$ cat config.mk
export PLATFORM = sky130hd
export DESIGN_NAME = uart_receiver
export DESIGN_NICKNAME = d
export VERILOG_FILES = /design/src/rtl/uart_pkg.sv /design/src/rtl/uart_rx_sync.sv /design/src/rtl/uart_receiver.sv
export SDC_FILE = /design/constraint.sdc
export NUM_CORES = 1
export LEC_CHECK = 0
export BUFFER_PORTS_ARGS = -buffer_cell sky130_fd_sc_hd__buf_2
export CORE_MARGIN = 10
export CORE_UTILIZATION = 51
export CTS_BUF_LIST = sky130_fd_sc_hd__clkbuf_16
export CTS_CLUSTER_SIZE = 25
export DETAILED_ROUTE_END_ITERATION = 7
export PLACE_DENSITY = 0.68
export RECOVER_POWER = 50
export SETUP_SLACK_MARGIN = 0.1
export SKIP_CTS_REPAIR_TIMING = 1
export SLEW_MARGIN = 25
export SYNTH_ARGS = -nofsm -noshare
export SYNTH_HDL_FRONTEND = slang
export SYNTH_HIERARCHICAL = 1
export SYNTH_SLANG_ARGS = --single-unit
$ cat constraint.sdc
create_clock -name clk -period 4.14 [get_ports clk]
set_input_delay 1.242 -clock clk [delete_from_list [all_inputs] [get_ports clk]]
set_output_delay 1.242 -clock clk [all_outputs]
set_load 0.02 [all_outputs]
$ cat src/rtl/uart_pkg.sv
// Shared UART definitions: receiver FSM states and frame geometry.
// Pure declarations, no logic; the transmitter's frame counter also uses FRAME_BITS.
package uart_pkg;

  typedef enum logic [2:0] {
    IDLE,
    START,
    DATA,
    STOP,
    BREAK
  } rx_state_t;

  localparam int DATA_BITS  = 8;
  localparam int FRAME_BITS = 10;

endpackage

$ cat src/rtl/uart_rx_sync.sv
// Two-flop synchronizer for the asynchronous rx line; both flops reset to idle-high.
// Latency 2 clocks; no backpressure.
module uart_rx_sync (
  input  logic clk,
  input  logic rst,
  input  logic din,
  output logic dout
);

  logic meta;

  always_ff @(posedge clk) begin
    if (rst) begin
      meta <= 1'b1;
      dout <= 1'b1;
    end else begin
      meta <= din;
      dout <= meta;
    end
  end

endmodule

$ cat src/rtl/uart_receiver.sv
// 8N1 UART receiver with internal bit timer; one-cycle rx_valid / frame_err strobes.
// Latency 3 + CLKS_PER_BIT/2 + 9*CLKS_PER_BIT clocks from start edge; no backpressure.
module uart_receiver
  import uart_pkg::*;
#(
  parameter int CLKS_PER_BIT = 16
) (
  input  logic       clk,
  input  logic       rst,
  input  logic       rx,
  output logic [7:0] rx_data,
  output logic       rx_valid,
  output logic       frame_err,
  output logic       busy
);

  localparam int TW = (CLKS_PER_BIT > 1) ? $clog2(CLKS_PER_BIT) : 1;
  // Timer holds remaining cycles minus one, so an N-cycle wait loads N-1 and fires at zero.
  localparam logic [TW-1:0] HALF_LOAD = TW'(CLKS_PER_BIT / 2 - 1);
  localparam logic [TW-1:0] BIT_LOAD  = TW'(CLKS_PER_BIT - 1);

  logic                 rxs;
  rx_state_t            state_q, state_d;
  logic [TW-1:0]        timer_q, timer_d;
  logic [2:0]           idx_q, idx_d;
  logic [DATA_BITS-1:0] shift_q, shift_d;
  logic [DATA_BITS-1:0] data_q, data_d;
  logic                 valid_q, valid_d;
  logic                 err_q, err_d;
  logic                 tick;

  uart_rx_sync u_sync (
    .clk  (clk),
    .rst  (rst),
    .din  (rx),
    .dout (rxs)
  );

  assign tick = (timer_q == '0);

  always_ff @(posedge clk) begin
    if (rst) begin
      state_q <= IDLE;
      timer_q <= '0;
      idx_q   <= '0;
      shift_q <= '0;
      data_q  <= '0;
      valid_q <= 1'b0;
      err_q   <= 1'b0;
    end else begin
      state_q <= state_d;
      timer_q <= timer_d;
      idx_q   <= idx_d;
      shift_q <= shift_d;
      data_q  <= data_d;
      valid_q <= valid_d;
      err_q   <= err_d;
    end
  end

  always_comb begin
    state_d = state_q;
    timer_d = timer_q;
    idx_d   = idx_q;
    shift_d = shift_q;
    data_d  = data_q;
    valid_d = 1'b0;
    err_d   = 1'b0;
    case (state_q)
      IDLE: begin
        if (!rxs) begin
          timer_d = HALF_LOAD;
          state_d = START;
        end
      end
      START: begin
        if (!tick) begin
          timer_d = timer_q - TW'(1);
        end else if (rxs) begin
          state_d = IDLE;
        end else begin
          timer_d = BIT_LOAD;
          idx_d   = '0;
          state_d = DATA;
        end
      end
      DATA: begin
        if (!tick) begin
          timer_d = timer_q - TW'(1);
        end else begin
          shift_d[idx_q] = rxs;
          timer_d        = BIT_LOAD;
          idx_d          = idx_q + 3'd1;
          if (idx_q == 3'(DATA_BITS - 1)) state_d = STOP;
        end
      end
      STOP: begin
        if (!tick) begin
          timer_d = timer_q - TW'(1);
        end else if (rxs) begin
          data_d  = shift_q;
          valid_d = 1'b1;
          state_d = IDLE;
        end else begin
          err_d   = 1'b1;
          state_d = BREAK;
        end
      end
      BREAK: begin
        // Hold here until the line recovers so a long low produces a single error.
        if (rxs) state_d = IDLE;
      end
      default: state_d = IDLE;
    endcase
  end

  assign rx_data   = data_q;
  assign rx_valid  = valid_q;
  assign frame_err = err_q;
  assign busy      = (state_q != IDLE);

endmodule

==> results of run 1 <==
[cells in the final DEF (no fill, tap or decap), types with 3 or more instances in the layout]
cell type	n
sky130_fd_sc_hd__a211oi_1	4
sky130_fd_sc_hd__a21oi_1	9
sky130_fd_sc_hd__a22oi_1	4
sky130_fd_sc_hd__buf_2	7
sky130_fd_sc_hd__clkbuf_1	6
sky130_fd_sc_hd__clkbuf_16	5
sky130_fd_sc_hd__dfxtp_1	30
sky130_fd_sc_hd__ha_1	3
sky130_fd_sc_hd__mux2i_1	8
sky130_fd_sc_hd__nand2_1	20
sky130_fd_sc_hd__nand3_1	7
sky130_fd_sc_hd__nand4_1	3
sky130_fd_sc_hd__nor2_1	18
sky130_fd_sc_hd__nor2b_1	3
sky130_fd_sc_hd__nor3_1	4
sky130_fd_sc_hd__nor3b_1	4
[report_power, final]
part           switching, mW  internal (mW)
clock                  0.118          0.341
sequential           0.00732          0.294
combinational         0.0271         0.0168
total                  0.152          0.652
[critical path: cells and delay by family (launching register included)]
family / cells / cell delay (ps)
flops: 1 / 410
simple gates: 1 / 390
buf+inv: 1 / 160
[how the worst max path moves through the flow]
stage	from	end	slack (ps)
CTS	state_q[2]	busy	1660
floorplan	state_q[1]	busy	1950
global placement	state_q[2]	busy	1960
detailed placement	state_q[2]	busy	1950
global route	state_q[2]	busy	1620
finish	state_q[2]	busy	1660
[routing by layer]
layer	GRT usage, %	vias to the layer above	routed length, um
li1	-	527	-
met1	12.90	473	1120
met2	16.17	20	1178
met3	3.814	7	119
met4	6.579	0	56
met5	0	-	0
[kinds of logic after synthesis]
group                      synth area share, %
AOI/OAI and AO/OA                        11.41
xor gates and xnor gates                0.6771
adders and majority gates                2.902
buffers and inverters                    4.255
DFF                                      46.42
muxes                                    7.060
and+or+nand+nor                          27.27
[flip-flops by register name (all words and copies together), names as in the netlist]
| name | flops |
|---|---|
| u_sync/meta | 1 |
| rx_data | 8 |
| timer_q | 4 |
| state_q | 3 |
| rx_valid | 1 |
| frame_err | 1 |
| shift_q | 8 |
| idx_q | 3 |
| u_sync/dout | 1 |
[area by class of cell]
class                      instances  share of cell area, %
tap                               30                  2.453
clock buffer                       5                  8.177
inverter                           2                 0.4906
multi-input combinational        104                  41.70
timing repair buffer              13                  3.761
clock inverter                     3                  4.170
sequential                        30                  39.25
[Yosys cell counts]
cell	instances
sky130_fd_sc_hd__o22ai_2	1
sky130_fd_sc_hd__nand2b_1	1
sky130_fd_sc_hd__nor4b_1	1
sky130_fd_sc_hd__xnor2_1	1
sky130_fd_sc_hd__nand3_1	7
sky130_fd_sc_hd__a21oi_1	9
sky130_fd_sc_hd__nor3b_1	4
sky130_fd_sc_hd__nor4b_4	1
sky130_fd_sc_hd__buf_4	1
sky130_fd_sc_hd__or3_1	2
sky130_fd_sc_hd__ha_1	3
sky130_fd_sc_hd__nor2b_1	3
sky130_fd_sc_hd__mux2i_1	8
sky130_fd_sc_hd__and3b_1	1
sky130_fd_sc_hd__buf_6	1
sky130_fd_sc_hd__mux2_2	1
sky130_fd_sc_hd__nand2_1	20
sky130_fd_sc_hd__nor3_1	4
sky130_fd_sc_hd__a311oi_1	2
sky130_fd_sc_hd__clkbuf_1	4
sky130_fd_sc_hd__nand4_1	3
sky130_fd_sc_hd__o21ai_0	1
sky130_fd_sc_hd__dfxtp_1	30
sky130_fd_sc_hd__a211oi_1	4
sky130_fd_sc_hd__buf_1	1
sky130_fd_sc_hd__a22oi_1	4
sky130_fd_sc_hd__inv_1	2
sky130_fd_sc_hd__buf_2	2
sky130_fd_sc_hd__a21o_1	1
sky130_fd_sc_hd__or2_1	2
sky130_fd_sc_hd__and2_1	1
sky130_fd_sc_hd__nor2_1	18
sky130_fd_sc_hd__and4_1	1
==> run_results.csv, run 1 <==
group,metric,value,unit
hold_path,holdCritStartpoint,"u_sync/meta",
final_layout,layout-area-overhead-vs-synth,18.28,%
synth,synth_sequential_area_ratio,46.42,%
final_layout,final_design_area_no_fill,0.001530,mm2
floorplanning,ios,14,
clocking,clk-insertion-delay-late,270,ps
sta,timing.final.max_slew_violations,0,
place,numPortBuffers,13,
route,drtAntennaViolNets,0,
route,detail_route.wl_per_cell,13.23,um
synth,postSynthNetCount,151,
route,detailedRoute.firstPassIterationCount,5,
global_routing,initial_antenna_violation_count,0,
sta,setup_tns,0,ps
power_and_ir_drop,power.static_leakage,0.6347,nW
final_layout,filler_cell_count,214,
global_routing,globalRoute.totalOverflow,0,
global_routing,grt_pass1_vias,939,
run_status,outcome,"finished clean",
synth,synth.ff_latch_count,30,
sta,timing.final.setup_violations,0,
sta,period_share,59.96,%
power_and_ir_drop,power_density,525.8,mW/mm2
hold_path,hold_class,"register to register",
final_layout,ff_latch_area,600.6,um2
route,viasPerCell,5.492,
critical_path,worstReg2RegEnd,"rx_data[2]",
place,dpl-instance-area,0.001349,mm2
floorplanning,start_util,52.70,%
route,post-route-drc-count,0,
critical_path,crit-reg2reg-launch,"timer_q[0]",
final_layout,instances_no_fill,187,
critical_path,worst_setup_path_start_kind,"register",
synth,synth.cell_area,0.001294,mm2
critical_path,worst-path-max-fanout,10,
final_layout,final_core_util,62.33,%
route,first_iter_violations,59,
synth,synth.lib_cells_used.distinct,33,
critical_path,slowest_stage,"sky130_fd_sc_hd__dfxtp_1",
clocking,cts_root_buffer,"sky130_fd_sc_hd__clkbuf_16",
clocking,tritoncts,"built",
power_and_ir_drop,total_power,804.6,uW
floorplanning,fp.dieArea,0.004951,mm2
critical_path,path_cells,"or3_1, buf_2",
route,routed-via-count,1027,
job,drv.max_cap_violation_count,0,
sta,max_freq,402.9,MHz
place,dpl.hpwl,1654,um
final_layout,multi_input_comb_area,638.1,um2
power_and_ir_drop,peakVddDrop,466.0,uV
sta,tightestPinTransition,1246,ps
critical_path,criticalPathCategory,"register to primary output",
sta,worst_hold_slack,402.3,ps
final_layout,number_of_diodes_added_for_antenna_fixing,0,
sta,fin_worst_skew,5.581,ps
critical_path,arrival_worst_endpoint,1240,ps
final_layout,post_route_cells_drive_above_1_share,10.83,%
clocking,htree_num_levels,2,
global_routing,grt_max_degree,32,
synth,synthTopCellsByArea,"sky130_fd_sc_hd__dfxtp_1 (46%), sky130_fd_sc_hd__mux2i_1 (6.2%), sky130_fd_sc_hd__nand2_1 (5.8%)",
global_routing,first_pass_grt_wire_length,4436,um
hold_path,holdPathEnd,"u_sync/dout",
sta,maxSlewHeadroom,16.94,%
synth,syn-instance-count,145,
synth,yosys_warnings,6,
floorplanning,core-area,0.002455,mm2
synth,syn-mean-instance-area,8.922,um2
sta,time_the_worst_path_needs_with_i_o_delays_and_setup,2482,ps
sta,grt_setup_unrepaired,"false",
floorplanning,std_cell_rows,18,
final_layout,nNetsFinal,162,
critical_path,regToRegSetupSlack,2040,ps
place,gp_routability_congestion,0.7988,
place,placed_cells,179,
synth,synth_top_area_cell,"sky130_fd_sc_hd__dfxtp_1",
clocking,numClockSinks,30,
sta,layout_setup_ws,1658,ps
global_routing,track_usage,10.84,%
clocking,cts_max_path_buffers,2,
critical_path,worst_r2r_path_depth,6,
floorplanning,die_y,70.37,um
route,route.final.wire_length,2474,um
critical_path,cp-end-kind,"primary output",
critical_path,timing.critical_path.required,2900,ps
floorplanning,horizontal_extent_of_the_die,70.37,um
synth,yosys_top_cell_area_share,46.42,%
sta,hold_violations,0,
critical_path,cpPeakStageDelay,410,ps
clocking,numCtsBuffers,5,
clocking,clkTransAtPathRegs,50,ps
place,pre_cts_slack,1952,ps
hold_path,worstHoldPathCells,1,
No activity file was read; power rests on OpenSTA's default activity.
==> run 2, diff against run 1 <==
- CORE_UTILIZATION: 51 -> 50
- PLACE_DENSITY: 0.68 -> 0.69
- clock period: 4.14 -> 2.2 ns (I/O delays scaled with it)
==> run 2 against run 1 <==
  * Largest power group unchanged
  * Highest routed layer unchanged
  * First-iteration DRC count shrank 8.5%
  * Global-route usage shrank 0.087 points
  * Clock skew grew 0.99 ps
  * Via count grew 0.88%
  * Critical endpoint unchanged
==> run_results.csv, run 2 (synthesis gave the netlist of run 1 again) <==
group,metric,value,unit
route,first_iter_violations,54,
place,numPortBuffers,13,
global_routing,track_usage,10.75,%
critical_path,worstReg2RegEnd,"rx_data[4]",
sta,period_share,88.78,%
final_layout,multi_input_comb_area,638.1,um2
route,detailedRoute.firstPassIterationCount,4,
hold_path,holdPathEnd,"u_sync/dout",
critical_path,timing.critical_path.required,1540,ps
critical_path,arrival_worst_endpoint,1290,ps
sta,max_freq,512.0,MHz
critical_path,path_cells,"buf_4, or3_1, buf_2",
final_layout,number_of_diodes_added_for_antenna_fixing,0,
critical_path,cpPeakStageDelay,360,ps
hold_path,worstHoldPathCells,1,
critical_path,cp-end-kind,"primary output",
run_status,outcome,"finished clean",
clocking,cts_root_buffer,"sky130_fd_sc_hd__clkbuf_16",
critical_path,critical_path.top_delay_family,"simple AND/OR/NAND/NOR gates",
floorplanning,core-area,0.002477,mm2
critical_path,regToRegSetupSlack,330,ps
floorplanning,ios,14,
final_layout,layout.cells.most_common_list,"sky130_fd_sc_hd__dfxtp_1 (30), sky130_fd_sc_hd__nand2_1 (20), sky130_fd_sc_hd__nor2_1 (18)",
clocking,htree_num_levels,2,
power_and_ir_drop,seq_power_share,44.5,%
global_routing,grt_pass1_vias,977,
floorplanning,die_y,70.87,um
sta,timing.final.max_slew_violations,0,
critical_path,slowest_stage,"sky130_fd_sc_hd__or3_1",
place,gp_routability_congestion,0.7761,
route,detail_route.wl_per_cell,13.42,um
route,viasPerCell,5.481,
route,routed-via-count,1036,
critical_path,worst_setup_path_start_kind,"register",
floorplanning,start_util,52.22,%
power_and_ir_drop,power.static_leakage,0.5976,nW
sta,time_the_worst_path_needs_with_i_o_delays_and_setup,1953,ps
clocking,tritoncts,"built",
power_and_ir_drop,internal_power,994.1,uW
clocking,clk-insertion-delay-late,280,ps
global_routing,initial_antenna_violation_count,0,
global_routing,grt_max_degree,32,
hold_path,holdCritStartpoint,"u_sync/meta",
critical_path,crit-reg2reg-launch,"timer_q[0]",
final_layout,nNetsFinal,164,
power_and_ir_drop,switching_power_total,282.9,uW
clocking,cts_max_path_buffers,2,
critical_path,worst-path-max-fanout,9,
route,drtAntennaViolNets,0,
sta,hold_violations,0,
final_layout,ff_latch_area,600.6,um2
sta,fin_worst_skew,6.568,ps
sta,setup_tns,0,ps
clocking,clkTransAtPathRegs,50,ps
power_and_ir_drop,total_power,1.277,mW
power_and_ir_drop,peakVddDrop,657.5,uV
floorplanning,fp.dieArea,0.005022,mm2
critical_path,worst_r2r_path_depth,7,
global_routing,first_pass_grt_wire_length,4402,um
final_layout,post_route_cells_drive_above_1_share,7.547,%
hold_path,hold_class,"register to register",
final_layout,layout-area-overhead-vs-synth,14.89,%
power_and_ir_drop,pwr-share-comb,6.8,%
power_and_ir_drop,netSwitchingFraction,22.15,%
power_and_ir_drop,power_density,859.1,mW/mm2
clocking,numClockSinks,30,
route,route.final.wire_length,2536,um
route,post-route-drc-count,0,
sta,grt_setup_unrepaired,"false",
sta,maxSlewHeadroom,15.93,%
final_layout,filler_cell_count,237,
sta,timing.final.setup_violations,0,
place,dpl.hpwl,1729,um
job,drv.max_cap_violation_count,0,
floorplanning,horizontal_extent_of_the_die,70.87,um
final_layout,layout.cells.most_common,"sky130_fd_sc_hd__dfxtp_1",
critical_path,criticalPathCategory,"register to primary output",
sta,tightestPinTransition,1261,ps
power_and_ir_drop,pwr-share-clk,48.7,%
clocking,numCtsBuffers,5,
floorplanning,std_cell_rows,18,
critical_path,critical_path.n_buffers_inverters,2,
global_routing,globalRoute.totalOverflow,0,
==> run 2: changes by cell type in the layout (fill, tap and decap cells not counted) <==
cell                        change
sky130_fd_sc_hd__buf_2          -5
sky130_fd_sc_hd__clkbuf_1       +5
sky130_fd_sc_hd__buf_4          +2
sky130_fd_sc_hd__bufinv_16      -2
sky130_fd_sc_hd__clkinv_1       +2
==> run 2: final cells by class <==
cell class                 count  area share, %
multi-input combinational    104          42.93
sequential                    30          40.40
clock buffer                   5          8.417
timing repair buffer          15          4.461
tap                           30          2.525
clock inverter                 3         0.7576
inverter                       2         0.5050
==> run 2: worst reg2reg max path, cell delays in order (launching register included) <==
cell,delay (ps)
sky130_fd_sc_hd__dfxtp_1,330
sky130_fd_sc_hd__inv_1,60
sky130_fd_sc_hd__ha_1,190
sky130_fd_sc_hd__nor4b_4,360
sky130_fd_sc_hd__buf_4,230
sky130_fd_sc_hd__and4_1,360
sky130_fd_sc_hd__nand2_1,100
sky130_fd_sc_hd__a21oi_1,140
==> run 2: through the flow <==
step / cell area (um2) / hold slack (ps) / cells / setup slack [ps] / utilization [%]
after global placement: 1364 / 393.0 / 181 / 457.8 / 55.05
after global routing: 1486 / 439.3 / 189 / 117.1 / 60.00
final: 1486 / 423.7 / 189 / 246.9 / 60.00
after floorplan: 1294 / 385.4 / 145 / 594.6 / -
after detailed placement: 1364 / 409.7 / 181 / 350.6 / 55.05
after CTS: 1500 / 429.0 / 189 / 238.5 / 60.56
==> run 2: metal layers <==
metal	vias up	routed length, um	global-route usage, %
met3	6	126	5.439
met2	12	1123	16.82
met1	488	1238	11.91
li1	530	-	-
met5	-	0	0
met4	0	47	4.946
==> run 2: worst max-delay path by stage <==
stage / startpoint / endpoint / depth (start not counted)
2_1_floorplan: state_q[1] / busy / 2
3_3_place_gp: timer_q[0] / rx_data[5] / 7
3_5_place_dp: timer_q[0] / rx_data[4] / 7
4_1_cts: state_q[2] / busy / 3
5_1_grt: timer_q[0] / rx_data[4] / 7
6_report: state_q[2] / busy / 3
==> run 2: power groups by stage <==
stage	logic, mW	clock network, mW	registers (mW)
2_1_floorplan	0.0756	0	0.571
3_3_place_gp	0.0835	0	0.578
3_5_place_dp	0.0865	0	0.578
4_1_cts	0.0875	0.636	0.568
5_1_grt	0.0959	0.655	0.569
6_report	0.0867	0.622	0.568
